$ cat config.mk
export PLATFORM = sky130hd
export DESIGN_NAME = sb_mac16
export DESIGN_NICKNAME = d
export VERILOG_FILES = /design/src/rtl/sb_mac16.sv
export SDC_FILE = /design/constraint.sdc
export NUM_CORES = 1
export LEC_CHECK = 0
export ABC_AREA = 1
export ABC_CLOCK_PERIOD_IN_PS = 7110
export CORE_UTILIZATION = 58
export CTS_BUF_LIST = sky130_fd_sc_hd__clkbuf_2
export CTS_CLUSTER_SIZE = 12
export DETAILED_ROUTE_END_ITERATION = 16
export PLACE_DENSITY = 0.95
export SKIP_LAST_GASP = 1
export SLEW_MARGIN = 5
export SYNTH_ARGS = -nofsm -noshare
export SYNTH_HDL_FRONTEND = slang
export SYNTH_SLANG_ARGS = --single-unit
$ cat constraint.sdc
create_clock -name CLK -period 7.11 [get_ports CLK]
set_input_delay 1.422 -clock CLK [delete_from_list [all_inputs] [get_ports CLK]]
set_output_delay 1.422 -clock CLK [all_outputs]
set_load 0.005 [all_outputs]
$ cat src/rtl/sb_mac16.sv
// sb_mac16: configurable 16x16 multiply-accumulate slice.
// Two 16-bit add/sub accumulators (TOP = O[31:16], BOT = O[15:0]). The BOT
// carry-out can cascade into TOP so that the pair behaves as one 32-bit adder.
// Each multiply stage and each input has an optional register stage.
module sb_mac16 #(
    parameter bit       C_REG                    = 1'b0,
    parameter bit       A_REG                    = 1'b0,
    parameter bit       B_REG                    = 1'b0,
    parameter bit       D_REG                    = 1'b0,
    parameter bit       TOP_8x8_MULT_REG         = 1'b0,
    parameter bit       BOT_8x8_MULT_REG         = 1'b0,
    parameter bit       PIPELINE_16x16_MULT_REG1 = 1'b0,
    parameter bit       PIPELINE_16x16_MULT_REG2 = 1'b0,
    parameter bit [1:0] TOPOUTPUT_SELECT         = 2'b00,
    parameter bit [1:0] BOTOUTPUT_SELECT         = 2'b00,
    parameter bit       TOPADDSUB_UPPERINPUT     = 1'b0,
    parameter bit       BOTADDSUB_UPPERINPUT     = 1'b0,
    parameter bit [1:0] TOPADDSUB_LOWERINPUT     = 2'b00,
    parameter bit [1:0] BOTADDSUB_LOWERINPUT     = 2'b00,
    parameter bit [1:0] TOPADDSUB_CARRYSELECT    = 2'b00,
    parameter bit [1:0] BOTADDSUB_CARRYSELECT    = 2'b00,
    parameter bit       A_SIGNED                 = 1'b0,
    parameter bit       B_SIGNED                 = 1'b0
) (
    input  logic        CLK,
    input  logic        IRSTTOP,
    input  logic        IRSTBOT,
    input  logic        ORSTTOP,
    input  logic        ORSTBOT,
    input  logic        CE,
    input  logic [15:0] A,
    input  logic [15:0] B,
    input  logic [15:0] C,
    input  logic [15:0] D,
    input  logic        AHOLD,
    input  logic        BHOLD,
    input  logic        CHOLD,
    input  logic        DHOLD,
    input  logic        OHOLDTOP,
    input  logic        OHOLDBOT,
    input  logic        OLOADTOP,
    input  logic        OLOADBOT,
    input  logic        ADDSUBTOP,
    input  logic        ADDSUBBOT,
    input  logic        CI,
    input  logic        ACCUMCI,
    input  logic        SIGNEXTIN,
    output logic [31:0] O,
    output logic        CO,
    output logic        ACCUMCO,
    output logic        SIGNEXTOUT
);

    logic [15:0] a_q, b_q, c_q, d_q;
    logic [15:0] a, b, c, d;
    logic signed [17:0] a_hi, a_lo, b_hi, b_lo;
    logic signed [17:0] pp_ll_c, pp_lh_c, pp_hl_c, pp_hh_c;
    logic signed [17:0] pp_ll_q, pp_lh_q, pp_hl_q, pp_hh_q;
    logic signed [17:0] pp_ll, pp_lh, pp_hl, pp_hh;
    logic [15:0] f_q, g_q, f, g;
    logic [31:0] h_c, h_q, h;
    logic [15:0] bot_u, bot_l, top_u, top_l;
    logic        bot_ci, top_ci;
    logic [16:0] bot_sum, top_sum;
    logic [15:0] acct_q, acct_d, accb_q, accb_d;

    function automatic logic [31:0] sext32(input logic [17:0] x);
        return {{14{x[17]}}, x};
    endfunction

    // Top-side input registers (A, C): load when enabled and not held
    always_ff @(posedge CLK or posedge IRSTTOP) begin
        if (IRSTTOP) begin
            a_q <= '0;
            c_q <= '0;
        end else if (CE) begin
            if (!AHOLD) a_q <= A;
            if (!CHOLD) c_q <= C;
        end
    end

    // Bottom-side input registers (B, D): load when enabled and not held
    always_ff @(posedge CLK or posedge IRSTBOT) begin
        if (IRSTBOT) begin
            b_q <= '0;
            d_q <= '0;
        end else if (CE) begin
            if (!BHOLD) b_q <= B;
            if (!DHOLD) d_q <= D;
        end
    end

    assign a = A_REG ? a_q : A;
    assign b = B_REG ? b_q : B;
    assign c = C_REG ? c_q : C;
    assign d = D_REG ? d_q : D;

    // High bytes carry the operand sign when signed; low bytes are always unsigned
    assign a_hi = {{10{A_SIGNED & a[15]}}, a[15:8]};
    assign b_hi = {{10{B_SIGNED & b[15]}}, b[15:8]};
    assign a_lo = {10'd0, a[7:0]};
    assign b_lo = {10'd0, b[7:0]};

    assign pp_ll_c = a_lo * b_lo;
    assign pp_lh_c = a_lo * b_hi;
    assign pp_hl_c = a_hi * b_lo;
    assign pp_hh_c = a_hi * b_hi;

    // F product register (top 8x8)
    always_ff @(posedge CLK or posedge IRSTTOP) begin
        if (IRSTTOP)  f_q <= '0;
        else if (CE)  f_q <= pp_hh_c[15:0];
    end

    // G product and 16x16 pipeline registers, all on the bottom reset
    always_ff @(posedge CLK or posedge IRSTBOT) begin
        if (IRSTBOT) begin
            g_q     <= '0;
            pp_ll_q <= '0;
            pp_lh_q <= '0;
            pp_hl_q <= '0;
            pp_hh_q <= '0;
            h_q     <= '0;
        end else if (CE) begin
            g_q     <= pp_ll_c[15:0];
            pp_ll_q <= pp_ll_c;
            pp_lh_q <= pp_lh_c;
            pp_hl_q <= pp_hl_c;
            pp_hh_q <= pp_hh_c;
            h_q     <= h_c;
        end
    end

    assign f     = TOP_8x8_MULT_REG ? f_q : pp_hh_c[15:0];
    assign g     = BOT_8x8_MULT_REG ? g_q : pp_ll_c[15:0];
    assign pp_ll = PIPELINE_16x16_MULT_REG1 ? pp_ll_q : pp_ll_c;
    assign pp_lh = PIPELINE_16x16_MULT_REG1 ? pp_lh_q : pp_lh_c;
    assign pp_hl = PIPELINE_16x16_MULT_REG1 ? pp_hl_q : pp_hl_c;
    assign pp_hh = PIPELINE_16x16_MULT_REG1 ? pp_hh_q : pp_hh_c;

    // Full product: shifted sum of the four (sign-extended) partials, modulo 2^32
    assign h_c = (sext32(pp_hh) << 16) + ((sext32(pp_lh) + sext32(pp_hl)) << 8) + sext32(pp_ll);
    assign h   = PIPELINE_16x16_MULT_REG2 ? h_q : h_c;

    // Bottom adder: operand selection and add / subtract (U - L - cin)
    always_comb begin
        bot_u = BOTADDSUB_UPPERINPUT ? d : accb_q;
        case (BOTADDSUB_LOWERINPUT)
            2'd0:    bot_l = b;
            2'd1:    bot_l = g;
            2'd2:    bot_l = h[15:0];
            default: bot_l = {16{SIGNEXTIN}};
        endcase
        case (BOTADDSUB_CARRYSELECT)
            2'd0:    bot_ci = 1'b0;
            2'd1:    bot_ci = 1'b1;
            2'd2:    bot_ci = ACCUMCI;
            default: bot_ci = CI;
        endcase
        if (ADDSUBBOT) bot_sum = {1'b0, bot_u} + {1'b0, ~bot_l} + {16'd0, ~bot_ci};
        else           bot_sum = {1'b0, bot_u} + {1'b0, bot_l} + {16'd0, bot_ci};
    end

    // Top adder: may take the bottom carry / sign to form a 32-bit adder
    always_comb begin
        top_u = TOPADDSUB_UPPERINPUT ? c : acct_q;
        case (TOPADDSUB_LOWERINPUT)
            2'd0:    top_l = a;
            2'd1:    top_l = f;
            2'd2:    top_l = h[31:16];
            default: top_l = {16{bot_sum[15]}};
        endcase
        case (TOPADDSUB_CARRYSELECT)
            2'd0:    top_ci = 1'b0;
            2'd1:    top_ci = 1'b1;
            default: top_ci = bot_sum[16];
        endcase
        if (ADDSUBTOP) top_sum = {1'b0, top_u} + {1'b0, ~top_l} + {16'd0, ~top_ci};
        else           top_sum = {1'b0, top_u} + {1'b0, top_l} + {16'd0, top_ci};
    end

    assign acct_d = OLOADTOP ? c : top_sum[15:0];
    assign accb_d = OLOADBOT ? d : bot_sum[15:0];

    // Top accumulator: hold beats load; CE gates everything
    always_ff @(posedge CLK or posedge ORSTTOP) begin
        if (ORSTTOP)                 acct_q <= '0;
        else if (CE && !OHOLDTOP)    acct_q <= acct_d;
    end

    // Bottom accumulator: hold beats load; CE gates everything
    always_ff @(posedge CLK or posedge ORSTBOT) begin
        if (ORSTBOT)                 accb_q <= '0;
        else if (CE && !OHOLDBOT)    accb_q <= accb_d;
    end

    // Per-half output source selection
    always_comb begin
        case (TOPOUTPUT_SELECT)
            2'd0:    O[31:16] = top_sum[15:0];
            2'd1:    O[31:16] = acct_q;
            2'd2:    O[31:16] = f;
            default: O[31:16] = h[31:16];
        endcase
        case (BOTOUTPUT_SELECT)
            2'd0:    O[15:0] = bot_sum[15:0];
            2'd1:    O[15:0] = accb_q;
            2'd2:    O[15:0] = g;
            default: O[15:0] = h[15:0];
        endcase
    end

    assign CO         = top_sum[16];
    assign ACCUMCO    = top_sum[16];
    assign SIGNEXTOUT = a[15];

endmodule

---- Word-level counts from Yosys, hierarchy flattened ----
Index checks and enable logic that the tools add are counted.
cells by class
  $add $sub $neg .......................... 6
  multiplexer cells ....................... 4
  bitwise logic cells ..................... 2
  reduce and logical (&&, ||, !) cells .... 4
operator list
  operator                 number
  $mux W16                 3
  $add A16 B16 Y17         2
  $add A16 B16 Y16         2
  $not A16 Y16             2
  $add A17 B1 Y17 const B  1
  $mux W17                 1
  $add A16 B1 Y16 const B  1
  $logic_and A1 B1 Y1      2
  $logic_not A1 Y1         2
word-level totals
  bits in registers ....................... 32
  output and inout port bits .............. 35
  word-level logic and storage cells ...... 18

---- Longest topological paths before layout ----
  word-level depth ........................ 5
  gate-level depth with buffers ........... 16
  mapped depth without buffers ............ 16

---- Worst setup path after synthesis ----
OpenSTA, ideal clock, no wires.
  path type ............................... input port to output port
  from .................................... in A[0]
  to ...................................... out CO
  data arrival time ....................... 2.904 ns
  path slack .............................. 2.784 ns
  cell stages on the path ................. 14
  path through ............................ ha_1 -> fa_1 -> inv_1 -> nand3_1 -> nand2_1 -> nand2_1 -> nand2_1 -> nand2_1 -> nand2_1 -> nand2_1 -> a21oi_1 -> o21ai_0 -> nand2_1 -> buf_4
on the way
  word-level cells in the longest chain between the ends .. 4
  elaborated cells on any way between the ends .. 5
  those cells by class .................... 3 x add/sub; 1 x mux; 1 x bitwise
RTL lines
  item                line  text
  start: declaration  31    input logic [15:0] A,
  $not A16 Y16        178   if (ADDSUBTOP) top_sum = {1'b0, top_u} + {1'b0, ~top_l} + {16'd0, ~top_ci};
  $add A16 B16 Y17    178
  $add A17 B1 Y17     178
  $mux W17 *          178
  end: declaration    49    output logic CO,
Mark *: on every way between the ends. The rest lies on a longest branch, timed or not.

---- Final worst setup path ----
Same ends and word-level chain as after synthesis.

==> results by group <==
Status
  – Run status: finished clean

Clock tree
  – Htree depth: 2
  – Post-cts sizing count: 0
  – TritonCTS Sinks: 32
  – Hold buffer count at cts: 0
  – Number of buffers created by CTS: 5
  – CTS tree: built
  – Setup bufs post-CTS: 0
  – CTS max path bufs: 2
  – Clock transition at the registers of the reported paths: 0.21 ns
  – Worst-Skew Late Latency: 0.42 ns
  – Root buf cell: clkbuf_2

Final layout
  – Area grow syn2layout: 20.03%
  – Commonest non-fill, non-tap cells in the layout: 393 x nand2_1, 168 x inv_1, 108 x clkdlybuf4s50_1, 105 x nor2_1, 62 x ha_1
  – N_diodes: 0
  – Most common cell after layout, fill and taps aside: nand2_1
  – Final nets: 1248
  – Layout cells sized above 1: 3.545%

Setup path
  – Worst path arrival time: 4.11 ns
  – WP data required: 5.69 ns
  – R2R setup slack: 4.87 ns
  – Worst R2R Path Depth: 16
  – Critical path origin: A[0]
  – CP endpoint kind: output port
  – CP Max Fanout: 4
  – R2R Path Start: acct_q[0]
  – Setup crit start kind: input port
  – Worst setup path class: input port to output port
  – Critical Path Sink: CO
  – Worst R2R End: acct_q[14]

STA
  – Maximum clock frequency: 0.1809 GHz
  – Unrepaired setup endpoints after global routing: false
  – Final hold vios: 0
  – Slew margin rel.: 43.86%
  – Setup TNS: 0 ns
  – Period utilisation layout: 77.75%
  – Slew Limit Fails: 0
  – WHS: 0.5341 ns
  – Worst-margin pin slew: 0.8369 ns
  – Setup violators final: 0
  – Clk_skew: 0.02688 ns
  – Tmin final: 5.528 ns

Drt
  – Initial DRT Pass Iterations: 5
  – DRC errors left: 0
  – WL/cell: 12.57 µm
  – Final ANT Viol Nets: 0
  – Initial drt markers: 333
  – WL final: 15450 µm
  – Routed via count: 6344
  – Via density per instance: 5.162

Synthesis
  – Largest family of logic cells by synthesized area: simple AND/OR/NAND/NOR gates
  – Avg Inst Size Synth: 5.525 µm²
  – Post-Synth XOR/XNOR Area: 2.193%
  – Post-synthesis simple-gate area fraction: 43.45%
  – Post-synthesis sequential area ratio: 14.32%
  – Post-synthesis compound-gate area fraction: 9.331%
  – Adder-cell area share of the yosys netlist: 15.31%
  – FF+latch count, synth: 32
  – Synth Instances: 1012
  – Mux contribution to synthesized area: 0%
  – Syn_nets: 1161
  – Distinct cell type count after synthesis: 34
  – Cell area after synthesis: 5592 µm²
  – Ys Warns: 0

Floorplan
  – FP Rows: 35
  – Height of the die: 100.2 µm
  – Die Area: 10040 µm²
  – Starting Density: 60.23%
  – Die W: 100.2 µm
  – Core area: 9284 µm²
  – I/O pins: 118

Global routing
  – Initial antenna violation count: 0
  – Grt ovf: 0
  – Pin count of the biggest net entering global routing: 27
  – Number of global-route vias before repair: 6202
  – GRT Total Usage: 32.43%
  – Global-route wire length before repair: 26360 µm

Placement
  – IO Port Bufs: 108
  – Final HPWL DP: 12420 µm
  – Routability Congestion: 1.024

Pwr
  – Pwr Total: 1.463 mW
  – Power per cell area: 218.0 nW/µm²
  – P_leak: 3.891 nW
  – Maximum VDD drop: 142.1 µV

Flow run
  – Maxcap violations: 0

Min path
  – Hold WC Path Type: register to register
  – HP Start: accb_q[15]
-- cell families (layout without fill, tap and decap cells) --
group | count (synthesis) | count (layout)
xor gates and xnor gates | 14 | 14
and+or+nand+nor | 598 | 598
buffers and inverters | 207 | 295
DFF | 32 | 32
adders and majority gates | 66 | 66
AOI/OAI and AO/OA | 95 | 95
-- Yosys cell counts --
cell type  number  share of area [%]
nand2_1       393                 26
inv_1         168                 11
nor2_1        105                7.0
ha_1           62                 14
nand3_1        59                5.3
a21oi_1        47                4.2
dfrtp_1        32                 14
o21ai_0        20                1.8
xor2_1         14                2.2
buf_2          13                1.2
o21ai_1        11               0.98
nand4_1         9                1.0
nor2_2          9                1.0
buf_4           8                1.1
inv_2           8               0.54
nor3_1          8               0.72
o21bai_1        6               0.81
buf_6           5                1.0
nand2_2         5               0.56
fa_1            4                1.4
a21oi_2         3               0.47
clkbuf_1        3               0.20
nor3_2          3               0.54
and2_1          2               0.22
clkinv_1        2               0.13
o211ai_1        2               0.27
o21ai_2         2               0.31
o22ai_1         2               0.22
or2_1           2               0.22
a31oi_1         1               0.11
and2_4          1               0.16
nand3_2         1               0.18
nand3b_1        1               0.13
o221ai_1        1               0.16
-- critical path, cell delays in order --
cell and delay [ns]:
clkdlybuf4s50_1 0.43, ha_1 0.25, fa_1 0.37, inv_1 0.09, nand3_1 0.07, nand2_1 0.16
nand2_1 0.07, nand2_1 0.15, nand2_1 0.11, nand2_1 0.09, nand2_1 0.06, a21oi_1 0.13
o21ai_0 0.08, nand2_1 0.12, clkdlybuf4s50_1 0.50
-- report_power, final --
part / internal [mW] / switching [mW] / total [mW]
Sequential: 0.219 / 0.0345 / 0.253
Clock: 0.0573 / 0.0815 / 0.139
Combinational: 0.443 / 0.628 / 1.07
Total: 0.719 / 0.744 / 1.46
-- per-layer routing --
metal	GRT usage [%]	share of wire [%]	wire (µm)
met1	38.33	42	6513
met2	59.54	48	7400
met3	2.786	6.5	1007
met4	14.38	3.4	527
met5	0	0	0
-- sequential cells by signal, summed over array words and instances, names as in the netlist --
name,flops
accb_q,16
acct_q,16
-- through the flow --
stage          util, %  setup WS (ns)  instances  cell area [µm²]
6_report         72.29          1.582       1229             6711
4_1_cts          72.29          1.603       1229             6711
5_1_grt          72.29          1.370       1229             6711
3_3_place_gp     71.62          1.681       1221             6649
2_1_floorplan        -          2.784       1012             5592
3_5_place_dp     71.62          1.608       1221             6649
-- worst min-delay path by stage --
stage	to	slack [ns]	depth (start not counted)
2_1_floorplan	accb_q[15]	0.47	2
3_3_place_gp	accb_q[15]	0.48	2
3_5_place_dp	accb_q[15]	0.50	2
4_1_cts	accb_q[15]	0.54	2
5_1_grt	accb_q[6]	0.56	2
6_report	accb_q[15]	0.53	2
-- layout make-up --
class,instances,area (µm²)
fillers,764,2572
flip-flops and latches,32,800.8
inverters,178,668.1
repair buffers,109,1089
clock buffers,5,25.02
multi-input cells,773,3930
well taps,129,161.4
clock inverters,3,37.54
Power figures use the tool's default switching activity.
==> edit, RTL diff (same settings) <==
Change the parameter `B_REG` from 1'b0 to 1'b1.
--- a/src/rtl/sb_mac16.sv
+++ b/src/rtl/sb_mac16.sv
@@ -5,7 +5,7 @@
 module sb_mac16 #(
     parameter bit       C_REG                    = 1'b0,
     parameter bit       A_REG                    = 1'b0,
-    parameter bit       B_REG                    = 1'b0,
+    parameter bit       B_REG                    = 1'b1,
     parameter bit       D_REG                    = 1'b0,
     parameter bit       TOP_8x8_MULT_REG         = 1'b0,
     parameter bit       BOT_8x8_MULT_REG         = 1'b0,
Check against the original RTL: not equivalent (a bounded check fails within 4 cycles, from zero or initial values).
==> edit against the unedited design <==
Setup slack improved by 0.071 ns; power rose by 24%; routed wire length up 10%; largest power group unchanged; synthesized area rose by 11%; global-route usage decreased by 0.78 points; sequential cell count up 16; design area up 9.3%; cell count increased by 5.1%; critical path type unchanged.
==> edit: results <==
group,metric,value,unit
clocking,postCtsResizedCells,0,
yosys,yosysSeqAreaShare,19.4,%
yosys,synth_compound_area_share,10.3,%
placed_design,place_area,0.00730,sq mm
clocking,root_buffer,"clkbuf_2",
placed_design,port_buffers,110,
yosys,synth_top_cells_by_area,"nand2_1 (23%), dfrtp_1 (19%), ha_1 (13%), inv_1 (9.9%), nor2_1 (7.3%)",
routing,viasPerCell,5.18,
layout,fillers,941,
placed_design,place_hpwl,13.6,mm
clocking,numCtsBuffers,5,
routing,wl_per_cell,13.2,um
clocking,clkTransAtPathRegs,0.26,ns
sta,slew-limit-headroom,31.0,%
placed_design,routabilityCongestion,0.962,
pwr,leakagePower,4.20,nW
global_route,grt_pass1_wl,28.5,mm
yosys,synth_fp_nets,1221,
yosys,ys.flop_type,"dfrtp_1",
layout,diodes,0,
clocking,ctsHtreeMaxLevel,2,
global_route,antenna_found_initial,0,
global_route,grt_pass1_vias,6251,
yosys,synth_fa_ha_area_share,13.8,%
routing,dr.pass1.iters,6,
yosys,synth_cell_type_count,38,
yosys,synth_common_cells,"nand2_1 (386), inv_1 (164), nor2_1 (121)",
global_route,grt_overflow,0,
layout,nNetsFinal,1304,
global_route,grt_start_max_net_pins,31,
layout,drive_above_1_share,4.50,%
yosys,yosys_warnings,0,
status,status,"complete, no violations",
clocking,post-cts-setup-buffers,0,
sta,clock_skew,0.0180,ns
worst_setup_path,cp_max_fo,25,
global_route,track_usage,31.6,%
min_path,hp-class,"reg -> reg",
clocking,clk_latency,0.45,ns
layout,final_cell_area,0.00733,sq mm
yosys,synthArstFlopShare,100,%
clocking,clk_path_buf_depth,2,
worst_setup_path,worstPathArrival,4.04,ns
routing,drt_iter0_markers,533,
yosys,synth.area.mux_share,0.363,%
yosys,yosys.area_share.xor_xnor,2.38,%
pwr,ir_worst_vdd,0.129,mV
[edit: path summary, 6_finish.rpt]
check | start | slack (ns) | endpoint | cells after the start
setup / recovery | ADDSUBBOT | 1.65 | O[2] | 5
hold / removal | accb_q[11] | 0.55 | accb_q[11] | 2
setup reg to reg | b[0] | 4.84 | accb_q[14] | 14
hold reg to reg | accb_q[11] | 0.55 | accb_q[11] | 2
max in group asynchronous | ORSTBOT | 5.30 | accb_q[0] | 2
min in group asynchronous | IRSTBOT | 1.31 | b[10] | 2
[edit: power by group]
part           switching [mW]  internal (mW)
Combinational           0.773          0.545
Sequential             0.0464          0.325
Clock                  0.0972         0.0263
Total                   0.917          0.896
[edit: layout make-up]
cell class | instances | area share [%]
Sequential cell | 48 | 16.4
Clock buffer | 7 | 0.478
Clock inverter | 1 | 0.0512
Multi-Input combinational cell | 808 | 56.4
Tap cell | 136 | 2.32
Timing Repair Buffer | 111 | 15.1
Inverter | 181 | 9.26
[edit: metal layers]
metal  up-vias  track usage [%]  share of wire (%)
met5         -                0                  0
met3        29             2.91                7.7
met1      2914             44.8                 47
met4         0             9.76                1.9
li1       3451                -                  -
met2       301             50.9                 44
[edit: critical path, cell delays in order]
cell and delay, ns:
clkdlybuf4s50_1 1.15, inv_1 0.42, o21ai_1 0.26, xor2_1 0.24, clkdlybuf4s50_1 0.54
[edit: metrics by stage]
stage               setup slack [ns]  util [%]  std cells  hold slack [ns]
global route                    1.45      71.0       1292            0.578
floorplan                       2.80         -       1072            0.468
global placement                1.73      70.7       1284            0.482
detailed placement              1.73      70.7       1284            0.500
finish                          1.65      71.0       1292            0.554
CTS                             1.70      71.0       1292            0.557
